File: src/rtl/anti_droop_iir_mc_pkg.sv
// Shared types, default widths and the output clipping helper for the anti-droop IIR corrector.
package anti_droop_pkg;

    localparam int unsigned NCH_DEF       = 4;
    localparam int unsigned DIN_W_DEF     = 13;
    localparam int unsigned TAP_W_DEF     = 7;
    localparam int unsigned DOUT_W_DEF    = 16;
    localparam int unsigned ACC_W_DEF     = 48;
    localparam int unsigned GAIN_SH_DEF   = 3;
    localparam int unsigned IIR_SCALE_DEF = 15;
    localparam int unsigned CNT_W_DEF     = 12;

    typedef logic [0:0] fsm_state_t;
    localparam fsm_state_t StIdle = 1'b0;
    localparam fsm_state_t StRun  = 1'b1;

    // Clip a sign-extended value into the signed range of 'width' bits.
    function automatic logic signed [63:0] sat_to(input logic signed [63:0] val,
                                                  input int unsigned width);
        logic signed [63:0] hi;
        logic signed [63:0] lo;
        hi = (64'sd1 <<< (width - 1)) - 64'sd1;
        lo = -hi - 64'sd1;
        if (val > hi) return hi;
        if (val < lo) return lo;
        return val;
    endfunction

endpackage

File: src/rtl/anti_droop_iir_mc_if.sv
// Control/data bundle between the ADC capture side and the anti-droop corrector.
interface anti_droop_iir_mc_if import anti_droop_pkg::*; #(
    parameter int unsigned NCH    = NCH_DEF,
    parameter int unsigned DIN_W  = DIN_W_DEF,
    parameter int unsigned TAP_W  = TAP_W_DEF,
    parameter int unsigned DOUT_W = DOUT_W_DEF,
    parameter int unsigned CNT_W  = CNT_W_DEF
);
    logic                    trig;
    logic                    mode;
    logic [CNT_W-1:0]        win_len;
    logic                    acc_clr_en;
    logic [NCH*DIN_W-1:0]    din;
    logic [NCH*TAP_W-1:0]    tap_weight;
    logic [NCH-1:0]          oflow_clr;
    logic [NCH-1:0]          oflow_detect;
    logic [NCH*DOUT_W-1:0]   dout;
    logic                    running;

    modport master (
        output trig, mode, win_len, acc_clr_en, din, tap_weight, oflow_clr,
        input  oflow_detect, dout, running
    );

    modport slave (
        input  trig, mode, win_len, acc_clr_en, din, tap_weight, oflow_clr,
        output oflow_detect, dout, running
    );
endinterface

File: src/rtl/anti_droop_iir_mc_chan.sv
// One channel: input*tap integrator plus shifted direct term, saturated, with sticky overflow.
module anti_droop_chan import anti_droop_pkg::*; #(
    parameter int unsigned DIN_W     = DIN_W_DEF,
    parameter int unsigned TAP_W     = TAP_W_DEF,
    parameter int unsigned DOUT_W    = DOUT_W_DEF,
    parameter int unsigned ACC_W     = ACC_W_DEF,
    parameter int unsigned GAIN_SH   = GAIN_SH_DEF,
    parameter int unsigned IIR_SCALE = IIR_SCALE_DEF
) (
    input  logic                     clk,
    input  logic                     rst_n,
    input  logic signed [DIN_W-1:0]  din,
    input  logic signed [TAP_W-1:0]  weight,
    input  logic                     acc_en,
    input  logic                     acc_clr,
    input  logic                     oflow_clr,
    output logic signed [DOUT_W-1:0] dout,
    output logic                     oflow_detect
);
    localparam int unsigned PROD_W   = DIN_W + TAP_W;
    localparam int unsigned SUM_W    = DOUT_W + 1;
    localparam int unsigned SLICE_LO = IIR_SCALE - GAIN_SH;
    localparam int unsigned SLICE_HI = SLICE_LO + DOUT_W - 1;

    logic signed [DIN_W-1:0]  din_q;
    logic signed [ACC_W-1:0]  mult_q, mult_d, acc_q, acc_d;
    logic signed [PROD_W-1:0] prod;
    logic signed [SUM_W-1:0]  direct, term, sum;
    logic signed [63:0]       sum_ext, sat_val;
    logic signed [DOUT_W-1:0] dout_d;
    logic                     sat_hit, slice_ovf, oflow_d;

    always_comb begin
        prod    = din * weight;
        mult_d  = {{(ACC_W - PROD_W){prod[PROD_W-1]}}, prod};
        acc_d   = acc_q;
        if (acc_clr)     acc_d = '0;
        else if (acc_en) acc_d = acc_q + mult_q;

        direct  = {{(SUM_W - DIN_W){din_q[DIN_W-1]}}, din_q} <<< GAIN_SH;
        term    = {acc_q[SLICE_HI], acc_q[SLICE_HI:SLICE_LO]};
        sum     = direct + term;
        sum_ext = {{(64 - SUM_W){sum[SUM_W-1]}}, sum};
        sat_val = sat_to(sum_ext, DOUT_W);
        sat_hit = (sat_val != sum_ext);
        dout_d  = sat_val[DOUT_W-1:0];

        // The bit just above the slice disagreeing with its MSB means the slice has wrapped.
        slice_ovf = (acc_q[SLICE_HI+1] != acc_q[SLICE_HI]);
        oflow_d   = oflow_detect;
        if (oflow_detect && oflow_clr)  oflow_d = 1'b0;
        else if (slice_ovf || sat_hit)  oflow_d = 1'b1;
    end

    always_ff @(posedge clk or negedge rst_n) begin
        if (!rst_n) begin
            din_q        <= '0;
            mult_q       <= '0;
            acc_q        <= '0;
            dout         <= '0;
            oflow_detect <= 1'b0;
        end else begin
            din_q        <= din;
            mult_q       <= mult_d;
            acc_q        <= acc_d;
            dout         <= dout_d;
            oflow_detect <= oflow_d;
        end
    end
endmodule

File: src/rtl/anti_droop_iir_mc.sv
// Multi-channel anti-droop IIR corrector: trigger sync, tap staging, window FSM, channel array.
module anti_droop_iir_mc import anti_droop_pkg::*; #(
    parameter int unsigned NCH       = NCH_DEF,
    parameter int unsigned DIN_W     = DIN_W_DEF,
    parameter int unsigned TAP_W     = TAP_W_DEF,
    parameter int unsigned DOUT_W    = DOUT_W_DEF,
    parameter int unsigned ACC_W     = ACC_W_DEF,
    parameter int unsigned GAIN_SH   = GAIN_SH_DEF,
    parameter int unsigned IIR_SCALE = IIR_SCALE_DEF,
    parameter int unsigned CNT_W     = CNT_W_DEF
) (
    input  logic              clk,
    input  logic              rst_n,
    anti_droop_iir_mc_if.slave bus
);
    logic                    trig_a, trig_b, trig_edge;
    logic [NCH*TAP_W-1:0]    tap_s1, tap_s2;
    fsm_state_t              state_q, state_d;
    logic [CNT_W-1:0]        cnt_q, cnt_d;
    logic                    acc_en, acc_clr;
    logic [NCH*DOUT_W-1:0]   dout_w;
    logic [NCH-1:0]          oflow_w;

    assign trig_edge = trig_a & ~trig_b;

    always_comb begin
        state_d = state_q;
        cnt_d   = cnt_q;
        if (!bus.mode) begin
            state_d = StIdle;
            cnt_d   = '0;
        end else begin
            case (state_q)
                StIdle: begin
                    if (trig_edge) begin
                        state_d = StRun;
                        cnt_d   = '0;
                    end
                end
                default: begin
                    // A retrigger on the last window cycle restarts rather than exits.
                    if (trig_edge) begin
                        cnt_d = '0;
                    end else if (bus.win_len != '0 && cnt_q == bus.win_len - CNT_W'(1)) begin
                        state_d = StIdle;
                        cnt_d   = '0;
                    end else begin
                        cnt_d = cnt_q + CNT_W'(1);
                    end
                end
            endcase
        end
        acc_en  = !bus.mode || (state_q == StRun);
        acc_clr = (trig_edge && bus.acc_clr_en) || (bus.mode && state_q == StIdle);
    end

    always_ff @(posedge clk or negedge rst_n) begin
        if (!rst_n) begin
            trig_a  <= 1'b0;
            trig_b  <= 1'b0;
            tap_s1  <= '0;
            tap_s2  <= '0;
            state_q <= StIdle;
            cnt_q   <= '0;
        end else begin
            trig_a  <= bus.trig;
            trig_b  <= trig_a;
            tap_s1  <= bus.tap_weight;
            tap_s2  <= tap_s1;
            state_q <= state_d;
            cnt_q   <= cnt_d;
        end
    end

    for (genvar i = 0; i < NCH; i++) begin : g_chan
        anti_droop_chan #(
            .DIN_W     (DIN_W),
            .TAP_W     (TAP_W),
            .DOUT_W    (DOUT_W),
            .ACC_W     (ACC_W),
            .GAIN_SH   (GAIN_SH),
            .IIR_SCALE (IIR_SCALE)
        ) u_chan (
            .clk          (clk),
            .rst_n        (rst_n),
            .din          (bus.din[i*DIN_W +: DIN_W]),
            .weight       (tap_s2[i*TAP_W +: TAP_W]),
            .acc_en       (acc_en),
            .acc_clr      (acc_clr),
            .oflow_clr    (bus.oflow_clr[i]),
            .dout         (dout_w[i*DOUT_W +: DOUT_W]),
            .oflow_detect (oflow_w[i])
        );
    end

    assign bus.dout         = dout_w;
    assign bus.oflow_detect = oflow_w;
    assign bus.running      = (state_q == StRun);
endmodule
File: src/flat_wrapper.sv
// flat-port wrapper written by rule: the top's interface ports become plain ports
module anti_droop_iir_mc_flat import anti_droop_pkg::*;
#(
    parameter int unsigned NCH       = NCH_DEF,
    parameter int unsigned DIN_W     = DIN_W_DEF,
    parameter int unsigned TAP_W     = TAP_W_DEF,
    parameter int unsigned DOUT_W    = DOUT_W_DEF,
    parameter int unsigned ACC_W     = ACC_W_DEF,
    parameter int unsigned GAIN_SH   = GAIN_SH_DEF,
    parameter int unsigned IIR_SCALE = IIR_SCALE_DEF,
    parameter int unsigned CNT_W     = CNT_W_DEF
)
  (clk, rst_n, bus_trig, bus_mode, bus_win_len, bus_acc_clr_en, bus_din, bus_tap_weight, bus_oflow_clr, bus_oflow_detect, bus_dout, bus_running);
  anti_droop_iir_mc_if #(.NCH(NCH), .DIN_W(DIN_W), .TAP_W(TAP_W), .DOUT_W(DOUT_W), .CNT_W(CNT_W)) bus_i ();
  input  logic clk;
  input  logic rst_n;
  input wire logic [$bits(bus_i.trig)-1:0] bus_trig;
  input wire logic [$bits(bus_i.mode)-1:0] bus_mode;
  input wire logic [$bits(bus_i.win_len)-1:0] bus_win_len;
  input wire logic [$bits(bus_i.acc_clr_en)-1:0] bus_acc_clr_en;
  input wire logic [$bits(bus_i.din)-1:0] bus_din;
  input wire logic [$bits(bus_i.tap_weight)-1:0] bus_tap_weight;
  input wire logic [$bits(bus_i.oflow_clr)-1:0] bus_oflow_clr;
  output wire logic [$bits(bus_i.oflow_detect)-1:0] bus_oflow_detect;
  output wire logic [$bits(bus_i.dout)-1:0] bus_dout;
  output wire logic [$bits(bus_i.running)-1:0] bus_running;
  assign bus_i.trig = bus_trig;
  assign bus_i.mode = bus_mode;
  assign bus_i.win_len = bus_win_len;
  assign bus_i.acc_clr_en = bus_acc_clr_en;
  assign bus_i.din = bus_din;
  assign bus_i.tap_weight = bus_tap_weight;
  assign bus_i.oflow_clr = bus_oflow_clr;
  assign bus_oflow_detect = bus_i.oflow_detect;
  assign bus_dout = bus_i.dout;
  assign bus_running = bus_i.running;
  anti_droop_iir_mc #(.NCH(NCH), .DIN_W(DIN_W), .TAP_W(TAP_W), .DOUT_W(DOUT_W), .ACC_W(ACC_W), .GAIN_SH(GAIN_SH), .IIR_SCALE(IIR_SCALE), .CNT_W(CNT_W)) u_core (.clk(clk), .rst_n(rst_n), .bus(bus_i));
endmodule
File: config.mk
export PLATFORM = sky130hd
export DESIGN_NAME = anti_droop_iir_mc_flat
export DESIGN_NICKNAME = d
export VERILOG_FILES = /design/src/rtl/anti_droop_iir_mc_pkg.sv /design/src/rtl/anti_droop_iir_mc_if.sv /design/src/rtl/anti_droop_iir_mc_chan.sv /design/src/rtl/anti_droop_iir_mc.sv /design/src/flat_wrapper.sv
export SDC_FILE = /design/constraint.sdc
export NUM_CORES = 2
export LEC_CHECK = 0
export CORE_MARGIN = 2
export CORE_UTILIZATION = 40
export CTS_CLUSTER_SIZE = 20
export DETAILED_ROUTE_END_ITERATION = 7
export PLACE_DENSITY = 0.64
export SLEW_MARGIN = 20
export SYNTH_ARGS = -nofsm -noshare
export SYNTH_HDL_FRONTEND = slang
export SYNTH_SLANG_ARGS = --single-unit
File: constraint.sdc
create_clock -name clk -period 4.9 [get_ports clk]
set_input_delay 0.49 -clock clk [delete_from_list [all_inputs] [get_ports clk]]
set_output_delay 0.49 -clock clk [all_outputs]
set_load 0.1 [all_outputs]
==> flow_summary.toml <==
[run_status]
status = "finished clean"

[grt]
grt_use_total = 0.173
grt_overflow = 0
vias_in_the_first_global_route = 23500
grt_antenna_before_repair = 3
first_pass_grt_wire_length_um = 116000
grt_max_degree = 120

[placement]
placed_cells_incl_taps = 4430
post-dp-hpwl_um = 52700
globalplace.congestion = 0.834
place.port_buffers = 169

[power]
p_leak_nw = 17.9
totalPowerFinal_mw = 25.0
power.density_cell_area_nw_per_um2 = 670
vdd_ir_drop_max_v = 0.000424

[worst_setup_path]
reg2reg_slack_ps = 230
worstPathMaxFanout = 13
reg2reg_to = "u_core.g_chan[0].u_chan.mult_q[18]$_DFF_PN0_"
timing.reg2reg.worst_path_depth = 14
path_class = "register to register"
critPathLaunchType = "register"
endpoint_kind = "register"
cp.arrival_ps = 5160
worst-endpoint-required_ps = 5390
r2r_start = "u_core.tap_s2[3]$_DFF_PN0_"

[clock_tree]
root_buffer = "clkbuf_16"
ctsHtreeMaxLevel = 2
clkLatencyLatePin_ps = 590
cts-root-to-sink-buffers = 3
cts_inserted_buffers = 48
postCtsSetupRepairBufs = 0
cts_tree = "done"
clock_sinks = 387
clkTransAtPathRegs_ps = 60

[yosys]
yosys-top-cells-area = "dfrtp_1, fa_1, ha_1, and2_1, xnor2_1"
synth-seq-area-share = 0.309
synthArstFlopShare = 1.00
post_synth_instance_area_um2 = 31400
ys_types = 82
syn_area_per_cell_um2 = 10.1
syn_inst = 3098
synth-warning-count = 0
synth_flop_cell = "dfrtp_1"
mappedNetlistNets = 3809
synth-edff-count = 0
synthDominantAreaCellType = "dfrtp_1"
synth_top_area_share = 0.309
postSynthRegisterBits = 387

[final_layout]
final_layout_size_suffix_gt1_frac = 0.0903
multi_input_area_um2 = 20300
final-instance-count-excl-fill = 4520
fin_nets = 4152
regArea_um2 = 9700
final.fill_count = 7288
synthToLayoutAreaGrowth_pct = 18.8

[detailed_routing]
vias = 22500
detail_route.wirelength_um = 67600
post-route-drc-count = 0
routed_wire_length_per_instance_um = 14.9
detail_route.first_pass.iterations = 5
dr.first_iter.drc_count = 976
routed_via_density = 4.99
detail-route-antenna-nets = 0

[timing]
final_number_of_setup_violating_endpoints = 0
finalHoldViolations = 0
final.period_utilization = 0.952
max-slew-margin-rel = 0.284
hold-worst-slack_ps = 286
period_needed_ps = 4670
timing_worst_slew_pin_value_ps = 1070
max_freq_mhz = 214
finalClockSkew_ps = 30.1
rsz0062_at_grt = "no"
slew_viol_final = 0

[job]
max_cap_violations = 0

[die]
die_footprint_um2 = 80700
placement_rows = 102
dieWidth_um = 284
core-area_um2 = 77600
floorplan.io_pins = 170
initial_core_utilization = 0.404
die_height_um = 284

[worst_hold_path]
min-delay-start = "bus_din[2]"
worstHoldPathCells = 2
hp-class = "primary input to register"
holdPathEnd = "u_core.g_chan[0].u_chan.din_q[2]$_DFF_PN0_"
==> layer usage <==
layer  vias up  track usage  part of all wire  routed length, um
met5         -            0           0.00015                 10
met2       286        0.292              0.48              32100
li1      11100            -                 -                  -
met1     11100        0.234              0.47              31400
met3        92       0.0237             0.037               2480
met4         2       0.0451             0.022               1490
==> what timing repair did <==
| action | CTS | global route |
|---|---|---|
| gates resized for setup | 0 | 20 |
| hold endpoints to repair | 67 | 0 |
| hold buffers | 1 | 0 |
| endpoints found under the setup margin | 0 | 10 |
==> final cells by class <==
cell class                 instances  share of cell area
antenna                            2            0.000134
clock buffer                      62              0.0353
clock inverter                    25              0.0102
inverter                         303              0.0305
multi-input combinational       2350               0.545
sequential                       387               0.260
tap                             1040              0.0349
timing repair buffer             351              0.0835
==> kinds of logic after synthesis <==
logic type,after synthesis,synth area share
adder cells (fa/ha/maj),611,0.311
buffers and inverters,361,0.0439
multiplexers,2,0.000678
flip-flops,387,0.309
AO/OA/AOI/OAI,578,0.119
XOR/XNOR,231,0.0645
AND/OR/NAND/NOR,928,0.152
==> critical path: stages, from the launching register on <==
cell	delay (ps)
dfrtp_2	510
and2_1	200
fa_1	550
fa_1	460
fa_1	530
fa_1	500
ha_1	320
o21a_1	170
nor2_1	80
a21oi_1	60
a41o_1	260
o2111a_1	250
o21a_1	190
o21a_1	190
o311ai_2	270
==> through the flow <==
step / instance area, um^2 / util / setup TNS, ps / setup WS, ps
CTS: 37300 / 0.480 / 0 / 127
global route: 37300 / 0.481 / 0 / 3.84
detailed placement: 35600 / 0.458 / -4010 / -408
finish: 37300 / 0.481 / 0 / 234
floorplan: 31400 / - / 0 / 261
global placement: 35600 / 0.458 / -3120 / -306
==> cells in the mapped netlist, types with 7 or more instances <==
library cell	count
xnor2_1	135
and2_1	224
nand2b_1	82
and3_1	26
a31o_2	9
o21ai_1	9
o21bai_1	24
nor2_1	201
a21o_1	53
or3_1	27
ha_1	326
a31oi_1	23
xor2_1	96
o211ai_1	15
inv_1	303
a21oi_1	191
o21a_1	32
or2_2	11
nor4_1	7
nand4_1	13
dfrtp_1	387
clkbuf_1	48
nand3_1	40
o21ai_0	113
o31ai_1	8
nor3_1	61
nand2_1	189
nor2b_1	21
fa_1	284
a211oi_1	16
==> cells in the final DEF (no fill, tap or decap), drive strengths merged, types with 53 or more instances in the layout <==
cell type / synthesis / routed
dfrtp: 387 / 387
ha: 326 / 326
inv: 303 / 304
fa: 284 / 284
and2: 225 / 225
nor2: 203 / 203
a21oi: 192 / 192
nand2: 189 / 189
buf: 10 / 182
clkdlybuf4s50: 0 / 164
xnor2: 135 / 135
o21ai: 122 / 122
xor2: 96 / 96
nand2b: 82 / 82
clkbuf: 48 / 62
nor3: 61 / 61
a21o: 53 / 53
==> state kept, by name, summed over array words and instances (netlist names), 4 cells and up <==
signal	flops
u_core.tap_s2	28
u_core.g_chan.u_chan.oflow_detect	4
u_core.tap_s1	28
u_core.g_chan.u_chan.din_q	52
u_core.g_chan.u_chan.dout	64
u_core.g_chan.u_chan.mult_q	80
u_core.cnt_q	12
u_core.g_chan.u_chan.acc_q	116
==> report_power, final <==
part	internal [mW]	switching (mW)
sequential	4.35	0.605
clock	2.37	1.46
combinational	6.81	9.38
total	13.5	11.4
==> worst max-delay path by stage <==
stage | startpoint | to | slack, ps | depth (start not counted)
2_1_floorplan | u_core.tap_s2[20]$_DFF_PN0_ | u_core.g_chan[2].u_chan.mult_q[19]$_DFF_PN0_ | 260 | 16
5_1_grt | u_core.tap_s2[6]$_DFF_PN0_ | u_core.g_chan[0].u_chan.mult_q[19]$_DFF_PN0_ | 4 | 15
4_1_cts | u_core.tap_s2[3]$_DFF_PN0_ | u_core.g_chan[0].u_chan.mult_q[18]$_DFF_PN0_ | 130 | 14
3_5_place_dp | bus_din[16] | u_core.g_chan[1].u_chan.mult_q[18]$_DFF_PN0_ | -410 | 19
3_3_place_gp | bus_din[2] | u_core.g_chan[0].u_chan.mult_q[18]$_DFF_PN0_ | -310 | 16
6_report | u_core.tap_s2[3]$_DFF_PN0_ | u_core.g_chan[0].u_chan.mult_q[18]$_DFF_PN0_ | 230 | 14
(Power assumes the default switching activity.)
